[src/rtl/i2c_packet_buffer.sv]
// Parses I2C listener bytes into tagged ADDR/DATA/END entries and queues them
// in a show-ahead FIFO for a host reader; optional 7-bit address filter.
module i2c_packet_buffer #(
  parameter int         DEPTH      = 16,
  parameter int         PTR_W      = 4,
  parameter bit         FILTER_EN  = 1'b0,
  parameter logic [6:0] MATCH_ADDR = 7'h50
) (
  input  logic             sysclk,
  input  logic             rst_n,
  input  logic [8:0]       byte_in,
  input  logic             byte_ready,
  input  logic             sop,
  input  logic             eot,
  input  logic             rd_en,
  input  logic             ovf_clr,
  output logic [10:0]      rd_data,
  output logic             empty,
  output logic             full,
  output logic [PTR_W:0]   level,
  output logic             overflow,
  output logic             in_txn
);

  typedef enum logic [1:0] {S_IDLE, S_ADDR, S_DATA, S_SKIP} state_e;

  typedef struct packed {
    logic [1:0] tag;
    logic [7:0] data;
    logic       flag;
  } entry_t;

  localparam logic [1:0] TAG_ADDR = 2'b01;
  localparam logic [1:0] TAG_DATA = 2'b10;
  localparam logic [1:0] TAG_END  = 2'b11;

  state_e           state_q;
  logic [7:0]       cnt_q;
  logic             in_txn_q;
  logic [PTR_W-1:0] wr_ptr_q, rd_ptr_q;
  logic [PTR_W:0]   level_q;
  logic             ovf_q;
  entry_t           mem [DEPTH];

  logic   addr_hit, push, wr, pop, ovf_set;
  entry_t push_ent;

  assign addr_hit = !FILTER_EN || (byte_in[8:2] == MATCH_ADDR);

  // Push decode mirrors the FSM priority eot > sop > byte_ready.
  always_comb begin
    push     = 1'b0;
    push_ent = '0;
    case (state_q)
      S_ADDR: if (!eot && !sop && byte_ready && addr_hit) begin
        push     = 1'b1;
        push_ent = '{TAG_ADDR, byte_in[8:1], byte_in[0]};
      end
      S_DATA: begin
        if (eot) begin
          push     = 1'b1;
          push_ent = '{TAG_END, cnt_q, 1'b0};
        end else if (sop) begin
          push     = 1'b1;
          push_ent = '{TAG_END, cnt_q, 1'b1};
        end else if (byte_ready) begin
          push     = 1'b1;
          push_ent = '{TAG_DATA, byte_in[8:1], byte_in[0]};
        end
      end
      default: ;
    endcase
  end

  always_ff @(posedge sysclk or negedge rst_n) begin
    if (!rst_n) begin
      state_q  <= S_IDLE;
      cnt_q    <= '0;
      in_txn_q <= 1'b0;
    end else begin
      case (state_q)
        S_IDLE: if (!eot && sop) begin
          state_q  <= S_ADDR;
          in_txn_q <= 1'b1;
        end
        S_ADDR: begin
          if (eot) begin
            state_q  <= S_IDLE;
            in_txn_q <= 1'b0;
          end else if (!sop && byte_ready) begin
            state_q <= addr_hit ? S_DATA : S_SKIP;
            if (addr_hit) cnt_q <= '0;
          end
        end
        S_DATA: begin
          if (eot) begin
            state_q  <= S_IDLE;
            in_txn_q <= 1'b0;
          end else if (sop) begin
            state_q <= S_ADDR;
          end else if (byte_ready && cnt_q != 8'hFF) begin
            cnt_q <= cnt_q + 8'd1;
          end
        end
        S_SKIP: begin
          if (eot) begin
            state_q  <= S_IDLE;
            in_txn_q <= 1'b0;
          end else if (sop) begin
            state_q <= S_ADDR;
          end
        end
        default: begin
          state_q  <= S_IDLE;
          in_txn_q <= 1'b0;
        end
      endcase
    end
  end

  // When full, a same-cycle pop frees the slot the push lands in.
  assign pop     = rd_en && !empty;
  assign wr      = push && (!full || rd_en);
  assign ovf_set = push && full && !rd_en;

  always_ff @(posedge sysclk) begin
    if (wr) mem[wr_ptr_q] <= push_ent;
  end

  always_ff @(posedge sysclk or negedge rst_n) begin
    if (!rst_n) begin
      wr_ptr_q <= '0;
      rd_ptr_q <= '0;
      level_q  <= '0;
      ovf_q    <= 1'b0;
    end else begin
      if (wr)  wr_ptr_q <= wr_ptr_q + PTR_W'(1);
      if (pop) rd_ptr_q <= rd_ptr_q + PTR_W'(1);
      case ({wr, pop})
        2'b10:   level_q <= level_q + (PTR_W+1)'(1);
        2'b01:   level_q <= level_q - (PTR_W+1)'(1);
        default: ;
      endcase
      if (ovf_set)      ovf_q <= 1'b1;
      else if (ovf_clr) ovf_q <= 1'b0;
    end
  end

  assign empty    = (level_q == '0);
  assign full     = (level_q == (PTR_W+1)'(DEPTH));
  assign level    = level_q;
  assign overflow = ovf_q;
  assign in_txn   = in_txn_q;
  assign rd_data  = empty ? '0 : mem[rd_ptr_q];

endmodule
[config.mk]
export PLATFORM = sky130hd
export DESIGN_NAME = i2c_packet_buffer
export DESIGN_NICKNAME = d
export VERILOG_FILES = /design/src/rtl/i2c_packet_buffer.sv
export SDC_FILE = /design/constraint.sdc
export NUM_CORES = 1
export LEC_CHECK = 0
export CORE_ASPECT_RATIO = 1.75
export CORE_MARGIN = 5
export CORE_UTILIZATION = 25
export DETAILED_ROUTE_END_ITERATION = 8
export GPL_TIMING_DRIVEN = 0
export PLACE_DENSITY = 0.43
export SYNTH_ARGS = -nofsm -noshare
export SYNTH_HDL_FRONTEND = slang
export SYNTH_SLANG_ARGS = --single-unit
[constraint.sdc]
create_clock -name sysclk -period 8.9 [get_ports sysclk]
set_clock_uncertainty 0.2 [all_clocks]
set_input_delay 1.78 -clock sysclk [delete_from_list [all_inputs] [get_ports sysclk]]
set_output_delay 1.78 -clock sysclk [all_outputs]
set_load 0.02 [all_outputs]
==> results of run 1 <==
sequential cells by signal, indices dropped and copies added, names as in the netlist:
| register | count |
|---|---|
| overflow | 1 |
| wr_ptr_q | 4 |
| rd_ptr_q | 4 |
| level | 5 |
| state_q | 2 |
| in_txn | 1 |
| mem | 176 |
| cnt_q | 8 |
worst max-delay path by stage:
stage,start,to,slack (ns),cells after the start
2_1_floorplan,sop,level[4],4.33,14
3_3_place_gp,byte_ready,mem[10][0],3.64,3
3_5_place_dp,byte_ready,level[4],3.65,14
4_1_cts,rd_ptr_q[3],rd_data[2],3.37,6
5_1_grt,rd_ptr_q[3],rd_data[2],3.34,6
6_report,rd_ptr_q[3],rd_data[6],3.58,6
per-stage QoR:
stage	setup WS [ns]	power, mW
CTS	3.37	3.20
global placement	3.64	2.33
floorplan	4.33	1.92
detailed placement	3.65	2.35
global route	3.34	3.31
finish	3.58	3.13
cells in the final DEF, fill, tap and decap left out, drive strengths merged, types with 12 or more instances in the layout:
cell	instances
nor2	19
clkdlybuf4s50	32
dfrtp	25
mux4	44
inv	12
edfxtp	176
mux2i	14
a211oi	22
nor2b	16
ha	14
and3	13
clkbuf	33
buf	22
o21ai	17
cells by family (layout without fill, tap and decap cells):
logic type	after synthesis	count (layout)	share of synthesized area, %
flops	201	201	68.8
buf+inv	37	108	2.43
fa+ha+maj	14	14	2.04
mux	61	61	13.6
simple gates	85	85	6.04
compound gates	71	71	5.84
xor+xnor	12	12	1.31
metal layers:
| metal | vias up | routed length [um] |
|---|---|---|
| met3 | 34 | 569 |
| met1 | 2316 | 8130 |
| met2 | 85 | 12100 |
| met5 | - | 0 |
| li1 | 2043 | - |
| met4 | 0 | 649 |
power by group:
group | switching [mW] | total [mW] | leakage (nW) | internal (mW)
Sequential | 0.0496 | 1.15 | 1.99 | 1.10
Combinational | 0.637 | 1.15 | 1.13 | 0.512
Clock | 0.363 | 0.829 | 0.309 | 0.467
Total | 1.05 | 3.13 | 3.43 | 2.08
cell usage after synthesis (7+ instances only):
| library cell | count |
|---|---|
| edfxtp_1 | 176 |
| nand3_1 | 7 |
| a22oi_1 | 8 |
| buf_2 | 11 |
| mux2i_1 | 14 |
| mux4_2 | 44 |
| inv_1 | 10 |
| clkbuf_1 | 7 |
| and3_1 | 9 |
| nor2b_1 | 16 |
| o21ai_0 | 15 |
| ha_1 | 14 |
| a21oi_1 | 7 |
| xor2_1 | 7 |
| a211oi_1 | 22 |
| nor2_1 | 17 |
| dfrtp_1 | 25 |
layout make-up:
| cell class | count | area, um2 |
|---|---|---|
| buffer | 27 | 171 |
| clock buffer | 26 | 544 |
| clock inverter | 11 | 90.1 |
| fill | 3430 | 24100 |
| inverter | 10 | 37.5 |
| multi-input combinational | 243 | 2490 |
| sequential | 201 | 5910 |
| tap | 460 | 576 |
| timing repair buffer | 34 | 333 |
==> impl_metrics.yaml, run 1 <==
cells_and_area:
  drive_gt1_share_pct: 20.8
  fin_util_pct: 29.7
  fin_nets: 568
  syn_to_final_growth_pct: 18.1
  finalInstanceArea_um2: 10200
  stdcell_count: 1012
  insertedDiodeCount: 0
yosys:
  yosysSeqAreaShare_pct: 68.8
  syn_area_um2: 8600
  ys_warn_count: 0
  synth.top_cell.area_share_pct: 61.5
  syn_inst: 481
  synthArstFlopShare_pct: 12.4
  syn_nets: 511
  synth_top_area_cell: "edfxtp_1"
  ys_top_cells_by_area: "edfxtp_1, mux4_2, dfrtp_1, ha_1, a211oi_1"
  avgSynthCellArea_um2: 17.9
  synth_edf_count: 176
  synthDistinctLibCells: 55
  ys_ff_latch: 201
  synth_flop_cell: "edfxtp_1"
clock_network:
  ctsHtreeMaxLevel: 1
  clk_pin_slew_ns: 0.06
  cts_root_buf: "clkbuf_16"
  numCtsBuffers: 21
  cts_resized: 0
  tritoncts: "done"
  clock_path_buffers: 3
  postCtsSetupBuffers: 0
  cts.sinks: 201
  worstSkewPairLatency_ns: 0.50
  ctsHoldBuffers: 0
global_routing:
  grt_pass1_vias: 4997
  grt_first_pass_wirelength_um: 32500
  met1_usage_pct: 12.9
  antenna_found_initial: 0
  grt_util_all_layers_pct: 11.5
  grt_max_degree: 26
  gr-total-overflow: 0
  grtUsageMet3_pct: 1.21
  use_met2_pct: 22.0
  grt.busiest_layer: "met2"
place:
  dpl.cell_count: 975
  dpl.hpwl_um: 15100
  port_buffers: 33
  placed_cell_area_um2: 9520
  gp_congestion: 0.755
sta:
  fin_crit_ns: 5.32
  holdWs_ns: 0.317
  rsz0062_at_grt: "false"
  relSlewSlack_pct: 18.2
  maxSlewViolCount: 0
  fin_crit_sh_pct: 59.8
  hold_viol_final: 0
  tightest_slew_ns: 1.22
  max_freq_mhz: 188
  timing.setup.tns_ns: 0
  setup_violations: 0
detailed_routing:
  drt_iter0_markers: 253
  vias_per_cell: 4.42
  wire_per_inst_um: 21.2
  wl_um: 21500
  first_pass_iters: 4
  drtAntennaViolNets: 0
  route.detailed.drc: 0
  vias: 4478
pwr:
  leakagePower_nw: 3.43
  ir_worst_vdd_v: 0.000112
  powerDensity_nw_per_um2: 308
floorplan:
  die_w_um: 150
  initial_utilization_pct: 25.1
  ios: 36
  rows: 90
  dieArea_um2: 38300
  die_h_um: 255
  core_area_um2: 34200
worst_setup_path:
  reg2reg_slack_ns: 5.04
  startpoint_type: "flop"
  cp_slowest_stage_delay_ns: 0.66
  end_kind: "primary output"
  reg2reg_depth: 15
  path_class: "reg -> out"
  cp.arrival_ns: 3.34
  path_cells: "buf_2 > clkbuf_1 > mux4_2 > a211oi_1 > a211oi_1 > clkdlybuf4s50_1"
  crit_fanout: 10
  critPathBufInv: 3
  r2r_start: "state_q[1]"
  slowest_stage: "clkbuf_1"
  cp_top_family: "buffers and inverters"
  path_common_cell: "a211oi_1"
  required_ns: 6.92
  r2r_end: "level[4]"
outcome:
  status: "finished, final reports clean"
hold_path:
  hold_path_depth: 1
  min-delay-start: "cnt_q[6]"
  hold_path.class: "reg -> reg"
  whs_endpoint: "cnt_q[6]"
job:
  drv_cap: 0
(Power assumes the default switching activity.)
==> run 2, diff against run 1 <==
--- a/config.mk
+++ b/config.mk
@@ -10,7 +10,7 @@
 export CORE_UTILIZATION = 25
 export DETAILED_ROUTE_END_ITERATION = 8
 export GPL_TIMING_DRIVEN = 0
-export PLACE_DENSITY = 0.43
+export PLACE_DENSITY = 0.44
 export SYNTH_ARGS = -nofsm -noshare
 export SYNTH_HDL_FRONTEND = slang
 export SYNTH_SLANG_ARGS = --single-unit
==> constraint.sdc (replaced) <==
create_clock -name sysclk -period 4.4 [get_ports sysclk]
set_clock_uncertainty 0.2 [all_clocks]
set_input_delay 0.88 -clock sysclk [delete_from_list [all_inputs] [get_ports sysclk]]
set_output_delay 0.88 -clock sysclk [all_outputs]
set_load 0.02 [all_outputs]
==> run 2 against run 1 <==
  * Sequential cell count did not move
  * Worst setup slack got worse by 3.4 ns
  * Non-clock buffer count rose by 2
  * Design area rose by 0.21%
  * Core utilization rose by 0.062 points
  * Via count rose by 0.58%
  * Sequential share of layout area fell by 0.12 points
  * Total power rose by 100%
  * Sequential power rose by 100%
  * Die area did not move
  * First-iteration DRC count fell by 7.9%
  * Clock-buffer cell count rose by 1
  * Critical path type unchanged
  * Highest routed layer unchanged
==> impl_metrics.yaml, run 2 (same netlist as run 1, synthesis figures left out) <==
outcome:
  status: "finished, final reports clean"
worst_setup_path:
  r2r_end: "level[4]"
  startpoint: "rd_ptr_q[0]"
  end_kind: "primary output"
  r2r_start: "state_q[1]"
  cp.arrival_ns: 3.16
  startpoint_type: "flop"
  cp_slowest_stage_delay_ns: 0.58
  crit_end: "rd_data[7]"
  required_ns: 3.32
  reg2reg_depth: 15
  reg2reg_slack_ns: 0.41
  path_cells: "buf_6 > buf_6 > mux4_2 > nor2b_1 > a211oi_1 > a211oi_1 > clkdlybuf4s50_1"
  crit_fanout: 10
  slowest_stage: "mux4_2"
  path_class: "reg -> out"
global_routing:
  grt_pass1_vias: 4852
  gr-total-overflow: 0
  grt_util_all_layers_pct: 11.3
  grt_first_pass_wirelength_um: 31800
  antenna_found_initial: 0
  grt_max_degree: 26
sta:
  holdWs_ns: 0.203
  fin_crit_ns: 4.24
  maxSlewViolCount: 0
  fin_ws_ns: 0.155
  relSlewSlack_pct: 18.4
  fin_crit_sh_pct: 96.5
  hold_viol_final: 0
  setup_violations: 0
  max_freq_mhz: 236
  rsz0062_at_grt: "false"
  tightest_slew_ns: 1.22
pwr:
  ir_worst_vdd_v: 0.000259
  pwr-share-seq_pct: 36.7
  clock_power_share_pct: 25.9
  leakagePower_nw: 3.44
  p_int_mw: 4.21
  p_switching_mw: 2.13
  powerDensity_nw_per_um2: 624
  switching_share_pct: 33.6
  pwr-share-comb_pct: 37.3
cells_and_area:
  largest_register_ff_count: 176
  mostFrequentLayoutCell: "edfxtp_1"
  largest_register: "mem"
  fillers: 3413
  syn_to_final_growth_pct: 18.4
  stdcell_count: 1014
  insertedDiodeCount: 0
  drive_gt1_share_pct: 20.8
  final_cell_mix: "edfxtp_1, mux4_2, clkdlybuf4s50_1, dfrtp_1, a211oi_1"
  fin_nets: 570
detailed_routing:
  drtAntennaViolNets: 0
  vias_per_cell: 4.44
  wire_per_inst_um: 21.1
  first_pass_iters: 4
  wl_um: 21400
  route.detailed.drc: 0
  drt_iter0_markers: 233
  vias: 4504
place:
  pre_cts_ws_ns: 0.0132
  port_buffers: 33
  gp_congestion: 0.780
  dpl.hpwl_um: 15100
  dpl.cell_count: 975
job:
  drv_cap: 0
clock_network:
  ctsHtreeMaxLevel: 1
  cts_root_buf: "clkbuf_16"
  worstSkewPairLatency_ns: 0.49
  tritoncts: "done"
  postCtsSetupBuffers: 0
  cts.sinks: 201
  numCtsBuffers: 21
  clk_pin_slew_ns: 0.06
  clock_path_buffers: 3
floorplan:
  ios: 36
  die_h_um: 255
  core_area_um2: 34200
  rows: 90
  dieArea_um2: 38300
  initial_utilization_pct: 25.1
  die_w_um: 150
hold_path:
  hold_path.class: "in -> async"
-- run 2: cell count changes in the layout (fill, tap and decap cells not counted) --
cell        delta
buf_4          +1
buf_2          -2
clkbuf_2       +1
clkinvlp_4     -1
buf_6          +1
clkbuf_4       +1
clkinv_1       +2
clkinv_2       -1
clkinv_4       -1
clkbuf_8       +1
-- run 2: how the worst min path moves through the flow --
stage / to / slack, ns
2_1_floorplan: cnt_q[6] / 0.27
3_3_place_gp: cnt_q[6] / 0.29
3_5_place_dp: cnt_q[6] / 0.32
4_1_cts: cnt_q[6] / 0.33
5_1_grt: state_q[0] / 0.26
6_report: state_q[0] / 0.20
-- run 2: area by class of cell --
class	count	area, um2	share of cell area (%)
sequential	201	5910	58.1
multi-input combinational	243	2490	24.5
tap	460	576	5.66
clock buffer	27	548	5.39
timing repair buffer	36	358	3.52
buffer	27	178	1.75
clock inverter	10	76.3	0.750
inverter	10	37.5	0.369
-- run 2: repair_timing --
| item | 4_1_cts | 5_1_grt |
|---|---|---|
| hold buffers | 0 | 0 |
| hold endpoints to repair | 0 | 0 |
| endpoints found under the setup margin | 10 | 2 |
| resized for setup | 2 | 1 |
| pin swaps | 0 | 0 |
-- run 2: critical path, delay by kind of cell (launching register included) --
family          cells  cell delay [ns]
flops               1             0.38
mux                 1             0.58
buf+inv             3             1.00
compound gates      2             0.54
simple gates        1             0.16
-- run 2: stage by stage --
step	TNS (ns)	cell area [um2]	power [mW]	util, %
final	0	10200	6.34	29.7
after detailed placement	0	9520	4.78	27.8
after CTS	0	10200	6.45	29.7
after floorplan	0	8600	3.88	-
after global routing	0	10200	6.66	29.7
after global placement	-0.755	9500	4.73	27.8
-- run 2: metal layers --
layer  GRT usage [%]  vias up  routed length (um)
li1                -     2037                   -
met1            12.9     2362                8240
met2            21.6       83               12200
met3            1.19       22                 574
met4            3.36        0                 405
met5               0        -                   0
-- run 2: power groups by stage --
stage | Sequential [mW] | Clock, mW | Combinational (mW)
2_1_floorplan | 2.37 | 0 | 1.50
3_3_place_gp | 2.36 | 0 | 2.37
3_5_place_dp | 2.37 | 0 | 2.41
4_1_cts | 2.33 | 1.70 | 2.42
5_1_grt | 2.35 | 1.77 | 2.54
6_report | 2.33 | 1.64 | 2.37
==> run 3, diff against run 2 <==
--- a/config.mk
+++ b/config.mk
@@ -8,6 +8,7 @@
 export CORE_ASPECT_RATIO = 1.75
 export CORE_MARGIN = 5
 export CORE_UTILIZATION = 25
+export CTS_CLUSTER_DIAMETER = 200
 export DETAILED_ROUTE_END_ITERATION = 8
 export GPL_TIMING_DRIVEN = 0
 export PLACE_DENSITY = 0.44
==> results of run 3 <==
No change in the layout: final DEF, timing and power equal those of run 2.
